**config.mk**
```make
export PLATFORM = sky130hd
export DESIGN_NAME = y86_regfile_dual_wr
export DESIGN_NICKNAME = d
export VERILOG_FILES = /design/src/rtl/y86_regfile_dual_wr.sv
export SDC_FILE = /design/constraint.sdc
export NUM_CORES = 2
export LEC_CHECK = 0
export BUFFER_PORTS_ARGS = -buffer_cell sky130_fd_sc_hd__clkbuf_2
export CORE_UTILIZATION = 40
export DETAILED_ROUTE_END_ITERATION = 6
export SYNTH_ARGS = -nofsm -noshare
export SYNTH_HDL_FRONTEND = slang
export SYNTH_SLANG_ARGS = --single-unit
```
**constraint.sdc**
```tcl
create_clock -name clk -period 40.7 [get_ports clk]
set_input_delay 0 -clock clk [delete_from_list [all_inputs] [get_ports clk]]
set_output_delay 0 -clock clk [all_outputs]
set_load 0.005 [all_outputs]
```
**src/rtl/y86_regfile_dual_wr.sv**
```systemverilog
// y86_regfile_dual_wr
//   Y-86 register file with two combinational read ports (srcA/srcB) that
//   bypass same-cycle writes, and two synchronous write ports (dstE/valE,
//   dstM/valM). When both write ports target the same register, M wins, which
//   gives popq %rsp its architectural result. A dump sequencer streams every
//   register out, one per cycle, for bench and debug visibility.
//
// Ports
//   clk, rst                  clock; asynchronous active-high reset
//   srcA, srcB -> valA, valB  combinational reads (RNONE reads as 0)
//   dstE/valE, dstM/valM      write ports (RNONE drops the write)
//   wr_en                     global write enable (0 stalls both write ports)
//   dump_req                  pulse that starts a full-file dump
//   dump_busy                 sequencer active (DUMP or DONE)
//   dump_valid                dump_idx/dump_data carry a beat this cycle
//   dump_idx, dump_data       index and value of the current beat
//   dump_done                 one-cycle pulse after the last beat
module y86_regfile_dual_wr #(
  parameter int unsigned           DATA_W   = 64,
  parameter int unsigned           NREGS    = 16,
  parameter int unsigned           ADDR_W   = 4,
  parameter logic [ADDR_W-1:0]     RNONE    = ADDR_W'(15),
  parameter logic [ADDR_W-1:0]     RSP_IDX  = ADDR_W'(4),
  parameter logic [DATA_W-1:0]     RSP_INIT = DATA_W'(128)
) (
  input  logic              clk,
  input  logic              rst,
  input  logic [ADDR_W-1:0] srcA,
  input  logic [ADDR_W-1:0] srcB,
  output logic [DATA_W-1:0] valA,
  output logic [DATA_W-1:0] valB,
  input  logic [ADDR_W-1:0] dstE,
  input  logic [DATA_W-1:0] valE,
  input  logic [ADDR_W-1:0] dstM,
  input  logic [DATA_W-1:0] valM,
  input  logic              wr_en,
  input  logic              dump_req,
  output logic              dump_busy,
  output logic              dump_valid,
  output logic [ADDR_W-1:0] dump_idx,
  output logic [DATA_W-1:0] dump_data,
  output logic              dump_done
);

  localparam logic [1:0] ST_IDLE = 2'd0;
  localparam logic [1:0] ST_DUMP = 2'd1;
  localparam logic [1:0] ST_DONE = 2'd2;

  localparam logic [ADDR_W-1:0] LAST_IDX = ADDR_W'(NREGS - 1);

  logic [DATA_W-1:0] regs_q [NREGS];
  logic [DATA_W-1:0] regs_d [NREGS];

  logic [1:0]        state_q, state_d;
  logic [ADDR_W-1:0] cnt_q, cnt_d;
  logic [DATA_W-1:0] dump_data_q, dump_data_d;

  // Read with bypass: M is checked before E so the read port agrees with the
  // value the file will hold after a colliding write.
  function automatic logic [DATA_W-1:0] rd_port(input logic [ADDR_W-1:0] src);
    logic [DATA_W-1:0] v;
    if (src == RNONE)
      v = '0;
    else if (wr_en && (dstM == src))
      v = valM;
    else if (wr_en && (dstE == src))
      v = valE;
    else
      v = regs_q[src];
    return v;
  endfunction

  always_comb begin
    valA = rd_port(srcA);
    valB = rd_port(srcB);
  end

  // M is applied after E so it overrides on a collision.
  always_comb begin
    regs_d = regs_q;
    if (wr_en) begin
      if (dstE != RNONE) regs_d[dstE] = valE;
      if (dstM != RNONE) regs_d[dstM] = valM;
    end
  end

  // Each beat's data is captured from regs_q (pre-edge contents) at the edge
  // that enters the beat, so it reflects writes committed at earlier edges.
  // The counter holds in DONE/IDLE so dump_idx keeps its last value.
  always_comb begin
    state_d     = state_q;
    cnt_d       = cnt_q;
    dump_data_d = dump_data_q;
    case (state_q)
      ST_IDLE: begin
        if (dump_req) begin
          state_d     = ST_DUMP;
          cnt_d       = '0;
          dump_data_d = regs_q[0];
        end
      end
      ST_DUMP: begin
        if (cnt_q == LAST_IDX) begin
          state_d = ST_DONE;
        end else begin
          cnt_d       = cnt_q + 1'b1;
          dump_data_d = regs_q[cnt_q + 1'b1];
        end
      end
      ST_DONE: state_d = ST_IDLE;
      default: state_d = ST_IDLE;
    endcase
  end

  always_ff @(posedge clk or posedge rst) begin
    if (rst) begin
      regs_q          <= '{default: '0};
      regs_q[RSP_IDX] <= RSP_INIT;
      state_q         <= ST_IDLE;
      cnt_q           <= '0;
      dump_data_q     <= '0;
    end else begin
      regs_q      <= regs_d;
      state_q     <= state_d;
      cnt_q       <= cnt_d;
      dump_data_q <= dump_data_d;
    end
  end

  always_comb begin
    dump_busy  = (state_q != ST_IDLE);
    dump_valid = (state_q == ST_DUMP);
    dump_done  = (state_q == ST_DONE);
    dump_idx   = cnt_q;
    dump_data  = dump_data_q;
  end

endmodule

```
# Word level (Yosys, flattened, before mapping)
# Cells that the tools add are included.
[totals] word_cells=90 in_bits=148 out_inout_bits=199 ff_bits=1094
[classes] n_mux=33 magnitude_cmp=7 eq_ne=14 bitwise_logic=5 add_sub_neg=1 n_reduce_logical=11
[op_table] cell="1024-bit 2-to-1 mux" count=3
[op_table] cell="1024-bit bitwise mux" count=2
[op_table] cell="64-bit 2-to-1 mux" count=16
[op_table] cell="64-bit binary-select mux with 4-bit select" count=3
[op_table] cell="64-bit demux with 4-bit select" count=2
[op_table] cell="64-bit one-hot mux with 2 select lines" count=1
[op_table] cell="5-bit >= comparator (second input constant)" count=5
[op_table] cell="4-bit NOT with 5-bit output" count=5
[op_table] cell="4-bit equality test" count=4
[op_table] cell="4-bit equality test (second input constant)" count=3
[op_table] cell="5-bit by 1-bit < comparator with 1-bit output (second input constant)" count=2
[op_table] cell="4-bit 2-to-1 mux" count=2
[op_table] cell="4-bit != test (second input constant)" count=2
[op_table] cell="4-bit one-hot mux with 2 select lines" count=1
[op_table] cell="1-bit logical AND" count=6
[op_table] cell="4-bit by 1-bit adder with 4-bit output (second input constant)" count=1
[op_table] cell="2-bit 2-to-1 mux" count=2
[op_table] cell="2-bit != test (second input constant)" count=2
[op_table] cell="2-bit one-hot mux with 2 select lines" count=1
[op_table] cell="2-bit nonzero test" count=2
[op_table] cell="3-bit AND reduction" count=1
[op_table] cell="2-bit by 1-bit equality test with 1-bit output (second input constant)" count=1
[op_table] cell="2-bit equality test (second input constant)" count=1
[op_table] cell="2-bit zero test" count=1
[op_table] cell="other kinds (2)" count=2

# Logic depth before layout (Yosys ltp)
[depth] ltp_word=10 ltp_mapped=9 ltp_nobuf=6

# Worst setup path before layout
# OpenSTA, ideal clock, no wires.
[synth_path] path_type="register -> register" start="reg cnt_q[1] (netlist: dump_idx[1])" end="reg dump_data_q[19] (netlist: dump_data[19])" slack_ps=38388 stages_incl_launch_ff=10 arrival_time_ps=2181 synth_period_minus_slack_ps=2312 path_buffers=4 cell_sequence="dfrtp_1 > ha_1 > buf_2 > buf_6 > clkbuf_1 > buf_2 > mux4_2 > nand2_1 > a21oi_1 > or3_1"
[synth_between] elab_chain_len=7 word_cells_on_any_way=10
[synth_lines] item="start: declaration" line="55" source="logic [ADDR_W-1:0] cnt_q, cnt_d;"
[synth_lines] item="start signal: assignment" line="125" source="cnt_q <= cnt_d;"
[synth_lines] item="4-bit by 1-bit adder with 4-bit output" line="107" source="dump_data_d = regs_q[cnt_q + 1'b1];"
[synth_lines] item="4-bit NOT with 5-bit output (implied by the code)" line="107"
[synth_lines] item="64-bit binary-select mux with 4-bit select" line="107"
[synth_lines] item="64-bit 2-to-1 mux (implied by the code) (2 in series)" line="107"
[synth_lines] item="64-bit 2-to-1 mux" line="103" source="if (cnt_q == LAST_IDX) begin"
[synth_lines] item="64-bit one-hot mux with 2 select lines" line="94" source="case (state_q)"
[synth_lines] item="end signal: assignment" line="126" source="dump_data_q <= dump_data_d;"
[synth_lines] item="end: declaration" line="56" source="logic [DATA_W-1:0] dump_data_q, dump_data_d;"
# Parallel ways exist; a longest one is shown, timed or not. The select of a mux whose other input is x is not followed.
# A chain may end at the register's enable or synchronous reset.

# Worst setup path after layout
[layout_path] start="in srcA[2]" end="out valA[45]"
[layout_between] elab_chain_len=7 word_cells_on_any_way=12
[layout_lines] item="start: declaration" line="28" source="input logic [ADDR_W-1:0] srcA,"
[layout_lines] item="4-bit NOT with 5-bit output (implied by the code)" line="69" source="v = regs_q[src];"
[layout_lines] item="64-bit binary-select mux with 4-bit select" line="69"
[layout_lines] item="64-bit 2-to-1 mux (implied by the code) (2 in series)" line="69"
[layout_lines] item="64-bit 2-to-1 mux" line="66" source="else if (wr_en && (dstE == src))"
[layout_lines] item="64-bit 2-to-1 mux" line="64" source="else if (wr_en && (dstM == src))"
[layout_lines] item="64-bit 2-to-1 mux *" line="62" source="if (src == RNONE)"
[layout_lines] item="end: declaration" line="30" source="output logic [DATA_W-1:0] valA,"
# Mark *: on every way between the ends. The rest lies on a longest branch, timed or not. The select of a mux whose other input is x is not followed.

==> impl_results.md <==
* PostCTS Resize Cnt at 0
* Placement-stage worst setup slack at around 36 ns
* Horizontal extent of the die at roughly 440 um
* Top layer reached by signal wires: met5
* Via/cell ratio at 7.54
* Clk_lat worst skew at 0.84 ns
* Post-synthesis sequential area ratio at 0.364
* Routed Antenna Nets at 0
* Synth Area in Adders at 0.000166
* Slew at the pin closest to its max-slew limit at about 1.5 ns
* Sum of negative setup slack at 0 ns
* Area Growth Syn to Fin at 11.4%
* # setup viols final at 0
* TritonRoute pass-1 iters at 7
* Mux cell area share after synthesis at 0.230
* First-iteration detailed-routing DRC count at 14,739
* Library cell appearing most often on the critical path: sky130_fd_sc_hd__buf_4
* Cell internal pwr at about 3.2 mW
* Cell Count Post-Placement at 9,749
* Hold-critical path depth at 5
* Post-detailed-placement half-perimeter wirelength at slightly above 200,000 um
* Cell depth of the worst flop-to-flop path at 7
* Total buffers and inverters traversed by the critical path at 6
* Detailed-route via count at ~77,000
* Combinational family with the most area after synthesis: multiplexers
* Maximum net fanout on the critical path at 95
* Starting Density at 0.404
* Total DRC errors in the routed layout at 0
* Post-synth cell types at 53
* CP peak stage delay at a little over 0.8 ns
* TritonCTS sink count at around 1,100
* Signal arrival time at the worst endpoint at between 5 and 6 ns
* Most frequently used flop master after synthesis: sky130_fd_sc_hd__dfrtp_1
* PortBufs at ~350
* Reported leakage power at about 32 nW
* Area of placed instances at 77,100 um2
* Initial antenna violation count at 32
* First-pass GRT wire length at between 500,000 and 600,000 um
* Endpoint kind of the worst setup timing path: output port
* Run status: complete, no violations
* Root cell of the clock tree: sky130_fd_sc_hd__clkbuf_16
* Final wirelength at ~380,000 um
* Average wire length per cell after detail routing at 37.5 um
* Slowest stage cell, crit path: sky130_fd_sc_hd__buf_4
* Crit path max-delay family: buffers and inverters
* Share of synthesized flip-flops with an asynchronous set or reset at 1.00
* Grt total ovfl at 0
* Detailed route wirelength on metal2 at between 150,000 and 200,000 um
* Final cell count without fillers at 10,217
* Synthesized-area fraction occupied by and/or/nand/nor cells at 0.117
* Number of buffers between clock root and the deepest sink at 3
* Share of power burned in registers at 0.318
* Final clock skew at between 0.03 and 0.04 ns
* Count of flip-flops with a built-in enable after synthesis at 0
* Max-cap violation count at 0
* Count of boundary I/O pins at roughly 350
* Combinational Power Share at 0.447
* Switching power as a share of total power at 0.410
* XOR/XNOR share of the synthesized area at 0.00210
* Power per unit of standard cell area at 64.6 nW/um2
* Final-report hold violation count at 0
* TritonCTS clock tree: done
* Floorplan die height at between 400 and 500 um
* Peak Freq at 187 MHz
* Core box area at approximately 190,000 um2
* Shortest clock period the worst path allows after layout at between 5 and 6 ns
* P_sw at roughly 2.2 mW
* CP Cell Sequence: buf_8 -> buf_12 -> buf_4 -> buf_4 -> buf_4 -> mux4_2 -> o22ai_1 -> nor3_1 -> nor3_1 -> a221oi_1 -> clkbuf_2
* Number of standard cells after synthesis at ~7,800
* Final period utilization at 0.131
* Ratio of cells with drive above 1 in the final layout at 0.230
* Post-Syn Area at ~75,000 um2
* Min setup slack post-route at 35.35 ns
* Via count of the first global-routing pass at between 70,000 and 80,000
* H-Tree Level Count at 4
* Count of state elements after synthesis at about 1,100
* Post-synthesis compound-gate area fraction at 0.219
* Post-layout instance area at 83,700 um2
* Average instance area after synthesis at 9.59 um2
* Unrepaired setup endpoints after global routing: false
* Largest net degree at the start of global routing at between 200 and 250
* Total length of routed met3 wires at 62,400 um
* Yosys warning total at 0
* Clk pin slew, worst setup/hold paths at about 0.060 ns
* Full die area at about 190,000 um2
* Largest vdd supply drop at between 90 and 100 uV
* Slew Limit Fails at 0
* Worst Hold Class: primary input to flip-flop
* Worst Setup Path Type: primary input to output port
* Share of total power in the clock network at 0.235
* DRT met1 WL at between 100,000 and 150,000 um
* Net count after synthesis at about 8,000
* Launching element type of the critical path: primary input
* Worst rel slew slack at 0.0152
* Stages on worst setup path at 11
* Required time worst endpoint at 40.70 ns
* Core Rows at approximately 160
* Routability congestion estimate at just over 0.9
* Number of nets in the layout at a little under 8,000
* Overall routing resource usage at 0.392
* CTS Buf Count at about 140
* Post-CTS Repair Setup Buffers at 0
-- routing by layer --
layer,track usage,vias up
met2,0.547,7948
met1,0.481,37592
li1,-,29173
met5,0,-
met3,0.160,2268
met4,0.297,14
-- layout make-up --
type	count	area, um2
Antenna cell	24	60.1
Clock buffer	194	3900
Clock inverter	52	622
Fill cell	17562	102000
Inverter	71	274
Multi-Input combinational cell	5609	43300
Sequential cell	1094	27400
Tap cell	2480	3100
Timing Repair Buffer	693	5030
-- synthesized netlist by cell type (28+ instances only) --
cell                          n  share of area
sky130_fd_sc_hd__dfrtp_1   1093           0.36
sky130_fd_sc_hd__or3_1       64         0.0053
sky130_fd_sc_hd__a21oi_1   1016          0.068
sky130_fd_sc_hd__a211oi_1   128          0.013
sky130_fd_sc_hd__nand2_1    538          0.027
sky130_fd_sc_hd__nor2b_1    135          0.011
sky130_fd_sc_hd__mux2_2     256          0.038
sky130_fd_sc_hd__nor2_1     926          0.046
sky130_fd_sc_hd__and2_1      32         0.0027
sky130_fd_sc_hd__o21ai_0    166          0.011
sky130_fd_sc_hd__o22ai_1   1040          0.087
sky130_fd_sc_hd__mux4_2     640           0.19
sky130_fd_sc_hd__clkbuf_1   501          0.025
sky130_fd_sc_hd__a221oi_1    61         0.0071
sky130_fd_sc_hd__a22o_1     144          0.017
sky130_fd_sc_hd__nor3_1     261          0.017
sky130_fd_sc_hd__inv_1       71         0.0035
sky130_fd_sc_hd__a221oi_2    67          0.013
sky130_fd_sc_hd__nand3_1     28         0.0019
sky130_fd_sc_hd__buf_4       70         0.0070
sky130_fd_sc_hd__buf_2      298          0.020
sky130_fd_sc_hd__buf_1      172         0.0086
-- flip-flops by register name, indices dropped and copies added, names as in the netlist --
register   flops
dump_idx       4
regs_q      1024
dump_data     64
state_q        2
-- tightest hold or removal path, cell delays in order --
cell and delay (ns):
sky130_fd_sc_hd__clkbuf_2 0.29, sky130_fd_sc_hd__nor3_1 0.24, sky130_fd_sc_hd__nand3_1 0.13, sky130_fd_sc_hd__nand2_1 0.05, sky130_fd_sc_hd__a22o_1 0.17
-- cells in the final DEF, fill, tap and decap left out, drive strengths merged, types with 128 or more instances in the layout --
master / netlist / final
dfrtp: 1093 / 1093
o22ai: 1040 / 1040
a21oi: 1016 / 1016
nor2: 927 / 927
mux4: 640 / 640
nand2: 541 / 541
clkbuf: 503 / 531
nor3: 265 / 265
mux2: 256 / 256
dlygate4sd3: 0 / 198
o21ai: 173 / 173
buf: 563 / 158
a22o: 144 / 144
nor2b: 135 / 135
a211oi: 128 / 128
a221oi: 128 / 128
-- timing repair --
action / 4_1_cts / 5_1_grt
setup endpoints to repair: 0 / 0
hold buffers: 198 / 0
endpoints found under the hold margin: 1057 / 0
-- power by group through the flow --
stage / logic (mW) / registers [mW] / clock network (mW)
final: 2.42 / 1.72 / 1.27
after global routing: 2.54 / 1.74 / 1.31
after CTS: 2.34 / 1.69 / 1.26
after detailed placement: 2.32 / 1.71 / 0
after global placement: 2.28 / 1.69 / 0
after floorplan: 1.71 / 1.57 / 0
-- per-stage QoR --
stage / util / hold WS [ns] / total power, mW
final: 0.450 / 0.0844 / 5.41
after global routing: 0.450 / 0.117 / 5.59
after CTS: 0.450 / 0.0282 / 5.30
after detailed placement: 0.415 / 0.206 / 4.03
after global placement: 0.415 / 0.212 / 3.98
after floorplan: - / 0.116 / 3.28
-- final timing paths --
path	start	end	slack, ns
max	srcA[2]	valA[45]	35.35
min	dstE[1]	regs_q[733]$_DFFE_PP0P_	0.08
max reg2reg	dump_idx[0]$_DFFE_PP0P_	dump_data[56]$_DFFE_PP0P_	35.91
min reg2reg	regs_q[11]$_DFFE_PP0P_	regs_q[11]$_DFFE_PP0P_	0.42
max in group asynchronous	rst	regs_q[273]$_DFFE_PP0P_	36.39
min in group asynchronous	rst	regs_q[433]$_DFFE_PP0P_	0.49
-- logic make-up (layout without fill, tap and decap cells) --
group,count (synthesis),in the layout
compound gates,2657,2657
simple gates,2037,2037
buf+inv,1137,1010
flops,1094,1094
mux,896,896
xor+xnor,18,18
fa+ha+maj,1,1
other cells,0,24
(Power assumes the default switching activity.)
